### src/rtl/store_align.sv
// Store aligner: turns sb/sh/sw requests into word-aligned masked write beats.
// Define STORE_SPLIT_EN to split word-crossing stores into two beats.
module store_align #(
    parameter int ADDR_W = 32
) (
    input  logic              i_clk,
    input  logic              i_reset,
    input  logic              i_st_valid,
    output logic              o_st_ready,
    input  logic [ADDR_W-1:0] i_st_addr,
    input  logic [31:0]       i_st_data,
    input  logic [2:0]        i_sl_sel,
    output logic              o_mem_we,
    output logic [ADDR_W-1:0] o_mem_addr,
    output logic [31:0]       o_mem_wdata,
    output logic [3:0]        o_mem_bmask,
    input  logic              i_mem_ack,
    output logic              o_err
);

    typedef enum logic [1:0] {
        IDLE,
        BEAT0,
        BEAT1
    } state_t;

    state_t state, state_nx;

    logic [1:0]        off;
    logic [3:0]        size_mask;
    logic              sel_ok;
    logic [7:0]        m8;
    logic [63:0]       d64;
    logic              drop;
    logic              take;

    logic [ADDR_W-1:0] addr_q;
    logic [31:0]       wdata0_q;
    logic [31:0]       wdata1_q;
    logic [3:0]        mask0_q;
    logic [3:0]        mask1_q;
    logic              err_q;

    assign off = i_st_addr[1:0];

    always_comb begin
        size_mask = 4'b0000;
        sel_ok    = 1'b1;
        case (i_sl_sel)
            3'b000:  size_mask = 4'b0001;
            3'b001:  size_mask = 4'b0011;
            3'b010:  size_mask = 4'b1111;
            default: sel_ok = 1'b0;
        endcase
    end

    assign m8  = {4'b0000, size_mask} << off;
    assign d64 = {32'b0, i_st_data} << {off, 3'b000};

    // Without splitting, any request touching the next word is rejected.
`ifdef STORE_SPLIT_EN
    assign drop = !sel_ok;
`else
    assign drop = !sel_ok || (m8[7:4] != 4'b0000);
`endif

    assign take = (state == IDLE) && i_st_valid;

    always_ff @(posedge i_clk or posedge i_reset) begin
        if (i_reset) begin
            state <= IDLE;
        end else begin
            state <= state_nx;
        end
    end

    always_comb begin
        state_nx    = state;
        o_st_ready  = 1'b0;
        o_mem_we    = 1'b0;
        o_mem_addr  = '0;
        o_mem_wdata = 32'h0;
        o_mem_bmask = 4'b0000;
        unique case (state)
            IDLE: begin
                o_st_ready = 1'b1;
                if (i_st_valid && !drop) begin
                    state_nx = BEAT0;
                end
            end
            BEAT0: begin
                o_mem_we    = 1'b1;
                o_mem_addr  = addr_q;
                o_mem_wdata = wdata0_q;
                o_mem_bmask = mask0_q;
                if (i_mem_ack) begin
`ifdef STORE_SPLIT_EN
                    state_nx = (mask1_q != 4'b0000) ? BEAT1 : IDLE;
`else
                    state_nx = IDLE;
`endif
                end
            end
            BEAT1: begin
                o_mem_we    = 1'b1;
                o_mem_addr  = addr_q + ADDR_W'(4);
                o_mem_wdata = wdata1_q;
                o_mem_bmask = mask1_q;
                if (i_mem_ack) begin
                    state_nx = IDLE;
                end
            end
            default: state_nx = IDLE;
        endcase
    end

    always_ff @(posedge i_clk or posedge i_reset) begin
        if (i_reset) begin
            addr_q   <= '0;
            wdata0_q <= 32'h0;
            wdata1_q <= 32'h0;
            mask0_q  <= 4'b0000;
            mask1_q  <= 4'b0000;
            err_q    <= 1'b0;
        end else begin
            err_q <= take && drop;
            if (take && !drop) begin
                addr_q   <= {i_st_addr[ADDR_W-1:2], 2'b00};
                wdata0_q <= d64[31:0];
                wdata1_q <= d64[63:32];
                mask0_q  <= m8[3:0];
                mask1_q  <= m8[7:4];
            end
        end
    end

    assign o_err = err_q;

endmodule

### config.mk
export PLATFORM = sky130hd
export DESIGN_NAME = store_align
export DESIGN_NICKNAME = d
export VERILOG_FILES = /design/src/rtl/store_align.sv
export SDC_FILE = /design/constraint.sdc
export NUM_CORES = 1
export LEC_CHECK = 0
export CORE_MARGIN = 2
export CORE_UTILIZATION = 40
export DETAILED_ROUTE_END_ITERATION = 8
export GPL_ROUTABILITY_DRIVEN = 0
export PLACE_DENSITY = 0.85
export SETUP_SLACK_MARGIN = 0.15
export SYNTH_ARGS = -nofsm -noshare
export SYNTH_HDL_FRONTEND = slang
export SYNTH_SLANG_ARGS = --single-unit
### constraint.sdc
create_clock -name i_clk -period 2.3 [get_ports i_clk]
set_input_delay 0.345 -clock i_clk [delete_from_list [all_inputs] [get_ports i_clk]]
set_output_delay 0.345 -clock i_clk [all_outputs]
set_load 0.005 [all_outputs]
# Word-level counts from Yosys, hierarchy flattened
# Index checks and enable logic that the tools add are counted.
[word_totals] output_inout_bits=71 register_bits=105 wordCells=39 in_bits=71
[op_classes] n_addsub=1 mux=10 reduce_logical=13 shifts=2 eq_ne=6
[ops] op="32-bit case mux with 2 select lines" count=2
[ops] op="32-bit by 5-bit left shift with 64-bit output" count=1
[ops] op="32-bit by 3-bit adder with 32-bit output, second input constant" count=1
[ops] op="4-bit case mux with 3 select lines" count=1
[ops] op="4-bit case mux with 2 select lines" count=1
[ops] op="4-bit by 2-bit left shift with 8-bit output" count=1
[ops] op="1-bit logical AND" count=4
[ops] op="2-bit two-way mux" count=2
[ops] op="2-bit by 1-bit != test with 1-bit output, second input constant" count=2
[ops] op="2-bit case mux with 2 select lines" count=1
[ops] op="4-bit nonzero test" count=1
[ops] op="3-bit by 1-bit equality test with 1-bit output, second input constant" count=1
[ops] op="3-bit by 2-bit equality test with 1-bit output, second input constant" count=1
[ops] op="3-bit zero test" count=1
[ops] op="1-bit two-way mux" count=3
[ops] op="3-bit OR reduction" count=1
[ops] op="2-bit by 1-bit equality test with 1-bit output, second input constant" count=1
[ops] op="2-bit equality test, second input constant" count=1
[ops] op="1-bit zero test" count=2
[ops] op="2-bit zero test" count=1
[ops] op="2-bit AND reduction" count=1
[ops] op="2-bit OR reduction" count=1
[ops] op="1-bit logical OR" count=1

# Depth between registers and ports, before layout
# Gate-level depths: netlist of run 1.
[depth] ltp_word=9 ltp_mapped=6 ltp_nobuf=3

# Least setup slack after synthesis of run 1
# No wires, ideal clock.
[synth_path] path_type="input port to flip-flop" start="input port i_st_addr[1]" end="register addr_q[10]" required_time_ns=2.175 path_buffers=3 path_slack_ns=0.697 arrival_ns=1.478 cell_stages=6 setup_time_ns=0.125 cell_sequence="clkbuf_1 a21oi_1 a22oi_2 buf_6 buf_6 mux2_4"
[synth_between] elab_chain_cells=5
[synth_rtl] item="start: declaration" line_no="10" rtl="input logic [ADDR_W-1:0] i_st_addr,"
[synth_rtl] item="4-bit by 2-bit left shift with 8-bit output" line_no="57" rtl="assign m8 = {4'b0000, size_mask} << off;"
[synth_rtl] item="4-bit nonzero test" line_no="64" rtl="assign drop = !sel_ok || (m8[7:4] != 4'b0000);"
[synth_rtl] item="1-bit logical OR" line_no="64"
[synth_rtl] item="1-bit zero test" line_no="127" rtl="if (take && !drop) begin"
[synth_rtl] item="1-bit logical AND" line_no="127"
[synth_rtl] item="end signal: assignment" line_no="128" rtl="addr_q <= {i_st_addr[ADDR_W-1:2], 2'b00};"
[synth_rtl] item="end: declaration" line_no="37" rtl="logic [ADDR_W-1:0] addr_q;"
# No other way between the ends.
# A chain may end at the register's enable or synchronous reset.

# Worst setup path in the final report of run 1
[layout_path] start="register state[0]" end="output port o_mem_addr[28]"
[layout_between] elab_chain_cells=2 elab_cells_between_ends=3 cone_classes="eq/ne (2); mux (1)"
[layout_rtl] item="start: declaration" line_no="27" rtl="state_t state, state_nx;"
[layout_rtl] item="start signal: assignment" line_no="73" rtl="state <= state_nx;"
[layout_rtl] item="2-bit equality test or 2-bit by 1-bit equality test with 1-bit output (tied branches)" line_no="84" rtl="unique case (state)"
[layout_rtl] item="32-bit case mux with 2 select lines (*)" line_no="84"
[layout_rtl] item="end: declaration" line_no="14" rtl="output logic [ADDR_W-1:0] o_mem_addr,"
# Mark *: on every way between the ends. The rest lies on a longest branch, timed or not.

==> reports/qor.csv, run 1 <==
metric;value;unit
timing.critical_path.slowest_cell_delay;0.50;ns
finClkSkew;0.00412;ns
dr.first_iter.drc_count;40;
detailroute.wirelength.met2;4550;um
finalSetupViolCount;0;
holdCritPathClass;in -> async;
route.final.wire_length;9360;um
capture_point_of_the_worst_reg_to_reg_path;addr_q[3];
core-area;0.00881;mm2
synthesis.instances;312;
critical_path_class;reg -> out;
detailedPlacementHpwl;6800;um
setup.worst_path.end_class;output pin;
critical_path_required;1.96;ns
report.final.slew_viol_count;0;
maximum_number_of_pins_on_one_net_before_global_route_repair;41;
final_period_minus_worst_setup_slack;2.02;ns
worst_ep_arrival_time;1.68;ns
avgViaCountPerCell;4.94;
muxShareOfSynthArea;0.308;
post_synth.cell_area_avg;11.8;um2
yosys.area_share.xor_xnor;0;
ff2ff_setup_slack;0.50;ns
start_kind;flop;
die-width;99.9;um
dominant_combinational_cell_family_by_area_after_synthesis;multiplexers;
synth.most_common_cell;dfrtp_1;
synth_adder_area_share;0;
grt.overflow.total;0;
antenna_found_initial;0;
peakVddDrop;0.000364;V
layout-drive-gt1-share;0.196;
ys_types;28;
reg2reg_path_depth;5;
dr.max_layer_used;met4;
grt_pass1_wl;15300;um
antennaDiodeCount;0;
areaGrowthSynthToFinish;46.9;%
dpl_worst_slack;0.0963;ns
power.leakage;0.00244;uW
wl_met1;4190;um
yosysSeqAreaShare;0.462;
number_of_global_route_vias_before_repair;3028;
timing.critical_path.cells;buf_6 -> and2_1 -> clkdlybuf4s50_1;
timing_hold_violations_final;0;
portion_of_the_clock_cycle_consumed_by_the_worst_path_in_the_final_layout;0.880;
track_usage;0.196;
worstSkewPairLatency;0.33;ns
maximum_operating_frequency;0.494;GHz
clock-root-buffer;clkbuf_8;
die_height;99.9;um
syn-cell-area;0.00368;mm2
synth_simple_gate_area_share;0.140;
cts.reportedPaths.clkPinSlew;0.07;ns
clock_tree.buffer_depth;2;
setup_total_negative_slack;0;ns
cts.hold.buffers_added;0;
portBuffers;139;
clock_tree.htree_level_count;3;
wl_per_cell;16.7;um
tritoncts;done;
synth_compound_gate_area_share;0.0394;
number_of_flops_mapped_to_enable_cells_by_yosys;0;
via_count;2778;
synthTopCellsByCount;dfrtp_1 (68), and2_1 (58), mux2i_1 (40), mux2_2 (37), mux2_4 (21);
met3RoutedLength;483;um
timing_worst_slew_pin_value;0.736;ns
tritoncts_sinks;68;
synth_seq_cells;68;
synth_ff_type;dfrtp_1;
critical-path-slowest-cell;clkdlybuf4s50_1;
drt-pass1-iter-count;4;
timing.final.ws_setup;0.277;ns
rsz0062_at_grt;false;
top_level_ports;142;
share_of_yosys_cell_area_claimed_by_the_top_area_cell_type;0.462;
finalCoreUtilization;0.614;
drt_drc_violations_left;0;
async_flop_share;1.00;
cap_viol_max_count;0;
run_status;completed;
die_area;0.00998;mm2
timing.rr.start;state[0];
crit_path_max_fanout;24;
ys_top_cells_by_area;dfrtp_1 (46%), mux2_2 (11%), mux2i_1 (11%);
drtAntennaViolNets;0;
row_count;34;
yosys_warnings;0;
rel_slew_slack;0.508;
numnets_final;520;
cts-buffers-inserted;9;
power-per-cell-area;683;mW/mm2
synth_area_leader_cell;dfrtp_1;
floorplan.initialDensity;0.418;
-- per-layer routing --
| metal | GRT usage | up-vias |
|---|---|---|
| met5 | 0 | - |
| met1 | 0.253 | 1352 |
| met2 | 0.330 | 90 |
| met3 | 0.0481 | 14 |
| li1 | - | 1322 |
| met4 | 0.0548 | 0 |
-- cell families after synthesis --
group / Yosys count
muxes: 98
and+or+nand+nor: 90
DFF: 68
buffers and inverters: 36
AOI/OAI and AO/OA: 19
other: 1
-- per-stage QoR --
step	hold WS, ns	total power, uW	area (um2)	std cells
2_1_floorplan	0.441	2270	3680	313
3_3_place_gp	0.481	2790	5220	545
3_5_place_dp	0.487	2840	5220	545
4_1_cts	0.393	3740	5410	562
5_1_grt	0.436	3920	5410	562
6_report	0.391	3690	5410	562
-- worst max-delay path by stage --
stage | to | cells past startpoint | slack (ns) | startpoint
finish | o_mem_addr[28] | 3 | 0.28 | state[0]
global route | o_mem_bmask[3] | 3 | 0.20 | state[0]
CTS | o_mem_wdata[9] | 3 | 0.25 | state[0]
detailed placement | addr_q[3] | 5 | 0.1 | i_st_addr[1]
global placement | addr_q[5] | 5 | 0.17 | i_st_addr[1]
floorplan | addr_q[10] | 1 | 0.24 | i_reset
-- sequential cells by signal, indices dropped and copies added (netlist names) --
register,cells
addr_q,30
mask0_q,4
wdata0_q,32
o_err,1
state,1
-- worst max-delay path: cells and delay by family, from the launching register on --
family / cells / cell delay (ns)
buffers and inverters: 2 / 0.71
DFF: 1 / 0.45
and+or+nand+nor: 1 / 0.17
-- layout by cell type (no fill, tap or decap), drive strengths merged --
cell type        n
dfrtp           68
a21oi            3
a211oi           1
o21bai           1
clkdlybuf4s50  139
a21o             1
clkinvlp         4
conb             2
o211a            1
buf             10
nand2            8
a22oi            1
nor2            17
inv             12
clkinv           2
o21ai            3
nor2b            1
clkbuf          10
and2            58
nor3b            1
mux2i           40
nor4b            1
mux2            58
nor3             4
o2bb2ai          8
-- layout make-up --
type	count	area, um2
tap	108	135
fill	737	3400
sequential	68	1700
multi-input combinational	209	1800
clock buffer	10	138
timing repair buffer	149	1550
inverter	12	45.0
clock inverter	6	40.0
-- power by group --
part	switching [uW]	total (uW)	internal, uW	leakage, uW
Clock	454	870	416	0.0000803
Combinational	395	1160	760	0.00152
Sequential	153	1670	1510	0.000838
-- repair_timing --
item	in CTS	in global routing
gates resized for setup	1	0
buffers inserted	1	0
setup endpoints to repair	25	0
No activity file was read; power rests on OpenSTA's default activity.
==> run 2: changes to the inputs <==
--- a/config.mk
+++ b/config.mk
@@ -5,11 +5,13 @@
 export SDC_FILE = /design/constraint.sdc
 export NUM_CORES = 1
 export LEC_CHECK = 0
+export CELL_PAD_IN_SITES_DETAIL_PLACEMENT = 0
+export CELL_PAD_IN_SITES_GLOBAL_PLACEMENT = 1
 export CORE_MARGIN = 2
-export CORE_UTILIZATION = 40
+export CORE_UTILIZATION = 34
 export DETAILED_ROUTE_END_ITERATION = 8
 export GPL_ROUTABILITY_DRIVEN = 0
-export PLACE_DENSITY = 0.85
+export PLACE_DENSITY = 0.92
 export SETUP_SLACK_MARGIN = 0.15
 export SYNTH_ARGS = -nofsm -noshare
 export SYNTH_HDL_FRONTEND = slang
==> constraint.sdc (replaced) <==
create_clock -name i_clk -period 2.2 [get_ports i_clk]
set_input_delay 0.33 -clock i_clk [delete_from_list [all_inputs] [get_ports i_clk]]
set_output_delay 0.33 -clock i_clk [all_outputs]
set_load 0.005 [all_outputs]
==> reports/qor.csv, run 2 (same netlist as run 1, synthesis figures left out) <==
metric;value;unit
areaGrowthSynthToFinish;51.3;%
run_status;completed;
tritoncts;done;
drt_drc_violations_left;0;
grt.overflow.total;0;
finalCoreUtilization;0.534;
via_count;2843;
crit_path_max_fanout;35;
final_period_minus_worst_setup_slack;2.01;ns
swShare;0.261;
portBuffers;139;
start_kind;flop;
wl_per_cell;15.7;um
clock_tree.htree_level_count;3;
critical-path-slowest-cell;dfrtp_4;
antennaDiodeCount;0;
grt_pass1_wl;14700;um
antenna_found_initial;0;
largestRegisters;wdata0_q (32), addr_q (30), mask0_q (4);
row_count;37;
timing.critical_path.slowest_cell_delay;0.54;ns
layout-drive-gt1-share;0.221;
worst_ep_arrival_time;2.22;ns
route.final.wire_length;9500;um
numnets_final;533;
cts.reportedPaths.clkPinSlew;0.07;ns
setup.worst_path.end_class;flop;
finClkSkew;0.00346;ns
comb_power_share;0.314;
timing_hold_violations_final;0;
core-area;0.0104;mm2
report.final.slew_viol_count;0;
cts-buffers-inserted;9;
setup_total_negative_slack;0;ns
dpl_worst_slack;0.0401;ns
drt-pass1-iter-count;4;
rsz0062_at_grt;true;
timing.final.ws_setup;0.194;ns
die_area;0.0117;mm2
critical_path_class;reg -> reg;
detailedPlacementHpwl;6770;um
layout_common_cells;clkdlybuf4s50_1 (127), dfrtp_1 (67), and2_1 (58), mux2i_1 (40), mux2_2 (37);
clock_tree.buffer_depth;2;
finalSetupViolCount;0;
cap_viol_max_count;0;
timing.critical_path.cells;buf_6 -> buf_12 -> buf_4 -> nor4b_4 -> a22oi_2 -> buf_12 -> mux2_4;
timing_worst_slew_pin_value;0.696;ns
tritoncts_sinks;68;
power-per-cell-area;711;mW/mm2
rel_slew_slack;0.535;
p_sw;1030;uW
cp_common_cell;buf_12;
power.leakage;0.00268;uW
multi_input_comb_area;0.00180;mm2
holdCritPathClass;in -> async;
registers.top_by_ff_count;wdata0_q;
clock-root-buffer;clkbuf_8;
top_level_ports;142;
portion_of_the_clock_cycle_consumed_by_the_worst_path_in_the_final_layout;0.912;
drtAntennaViolNets;0;
layout_commonest_cell;clkdlybuf4s50_1;
number_of_global_route_vias_before_repair;2940;
path_buf_inv;4;
ff2ff_setup_slack;0.19;ns
die-width;108;um
dr.first_iter.drc_count;87;
power.share.clock;0.248;
maximum_operating_frequency;0.498;GHz
nFillCells;934;
power.internal;2930;uW
critical_path_required;2.42;ns
worstSkewPairLatency;0.33;ns
maximum_number_of_pins_on_one_net_before_global_route_repair;69;
timing.critical_path.max_delay_family;buffers and inverters;
track_usage;0.162;
peakVddDrop;0.000450;V
largest_register_ff_count;32;
floorplan.initialDensity;0.353;
die_height;108;um
pwr-share-seq;0.438;
sequential_cell_area;0.00171;mm2
avgViaCountPerCell;4.71;
## run 2: changes by cell type in the layout (fill, tap and decap cells not counted), sizes merged
cell / change
clkdlybuf4s50: -12
inv: -1
dlymetal6s2s: +11
clkbuf: +1
buf: +13
clkinvlp: -1
bufinv: +1
clkinv: +1
## run 2: cell type report
cell class              instances  share of cell area
well taps                     136              0.0306
inverters                      12             0.00877
clock inverters                 5             0.00944
repair inverters                1             0.00135
clock buffers                  11              0.0236
flip-flops and latches         68               0.306
multi-input cells             209               0.324
repair buffers                161               0.296
## run 2: power by group through the flow
stage	combinational, uW	clock (uW)	sequential, uW
6_report	1240	983	1730
3_5_place_dp	1190	0	1760
3_3_place_gp	1170	0	1750
4_1_cts	1230	1020	1740
2_1_floorplan	677	0	1700
5_1_grt	1350	1070	1770
## run 2: per-layer routing
layer	vias to the layer above	track usage	part of all wire
met5	-	0	0
met4	0	0.0412	0.0078
met3	9	0.0464	0.053
met2	78	0.260	0.48
met1	1409	0.216	0.45
li1	1347	-	-
## run 2: path summary, 6_finish.rpt
check	from	end	depth (start not counted)
worst min register to register	mask0_q[0]	mask0_q[0]	1
worst max register to register	state[0]	addr_q[29]	7
worst max-delay path	state[0]	addr_q[29]	7
worst min-delay path	i_reset	addr_q[14]	3
max in group asynchronous	i_reset	state[0]	3
min in group i_clk	i_st_addr[1]	wdata0_q[11]	3
## run 2: through the flow
step	cells	hold WS (ns)	total power, uW	instance area (um2)
2_1_floorplan	313	0.426	2380	3680
3_3_place_gp	573	0.481	2920	5220
3_5_place_dp	573	0.484	2960	5220
4_1_cts	594	0.390	3980	5450
5_1_grt	603	0.411	4190	5570
6_report	603	0.388	3960	5570
## run 2: timing repair
action / 4_1_cts / 5_1_grt
hold buffers: 0 / 0
gates cloned: 0 / 1
setup endpoints to repair: 54 / 49
hold endpoints to repair: 0 / 0
gates resized for setup: 2 / 17
setup buffers: 5 / 8
## run 2: worst reg2reg max path, cell delays in order (launching register included)
cell	delay (ns)
dfrtp_4	0.54
buf_6	0.15
buf_12	0.12
buf_4	0.13
nor4b_4	0.27
a22oi_2	0.13
buf_12	0.21
mux2_4	0.34
==> run 3: changes to the inputs <==
--- a/config.mk
+++ b/config.mk
@@ -5,10 +5,13 @@
 export SDC_FILE = /design/constraint.sdc
 export NUM_CORES = 1
 export LEC_CHECK = 0
+export CAP_MARGIN = 20
 export CELL_PAD_IN_SITES_DETAIL_PLACEMENT = 0
 export CELL_PAD_IN_SITES_GLOBAL_PLACEMENT = 1
 export CORE_MARGIN = 2
 export CORE_UTILIZATION = 34
+export CTS_CLUSTER_DIAMETER = 100
+export CTS_CLUSTER_SIZE = 8
 export DETAILED_ROUTE_END_ITERATION = 8
 export GPL_ROUTABILITY_DRIVEN = 0
 export PLACE_DENSITY = 0.92
==> results of run 3 <==
The final DEF is identical to that of run 2; final timing and power are the same.
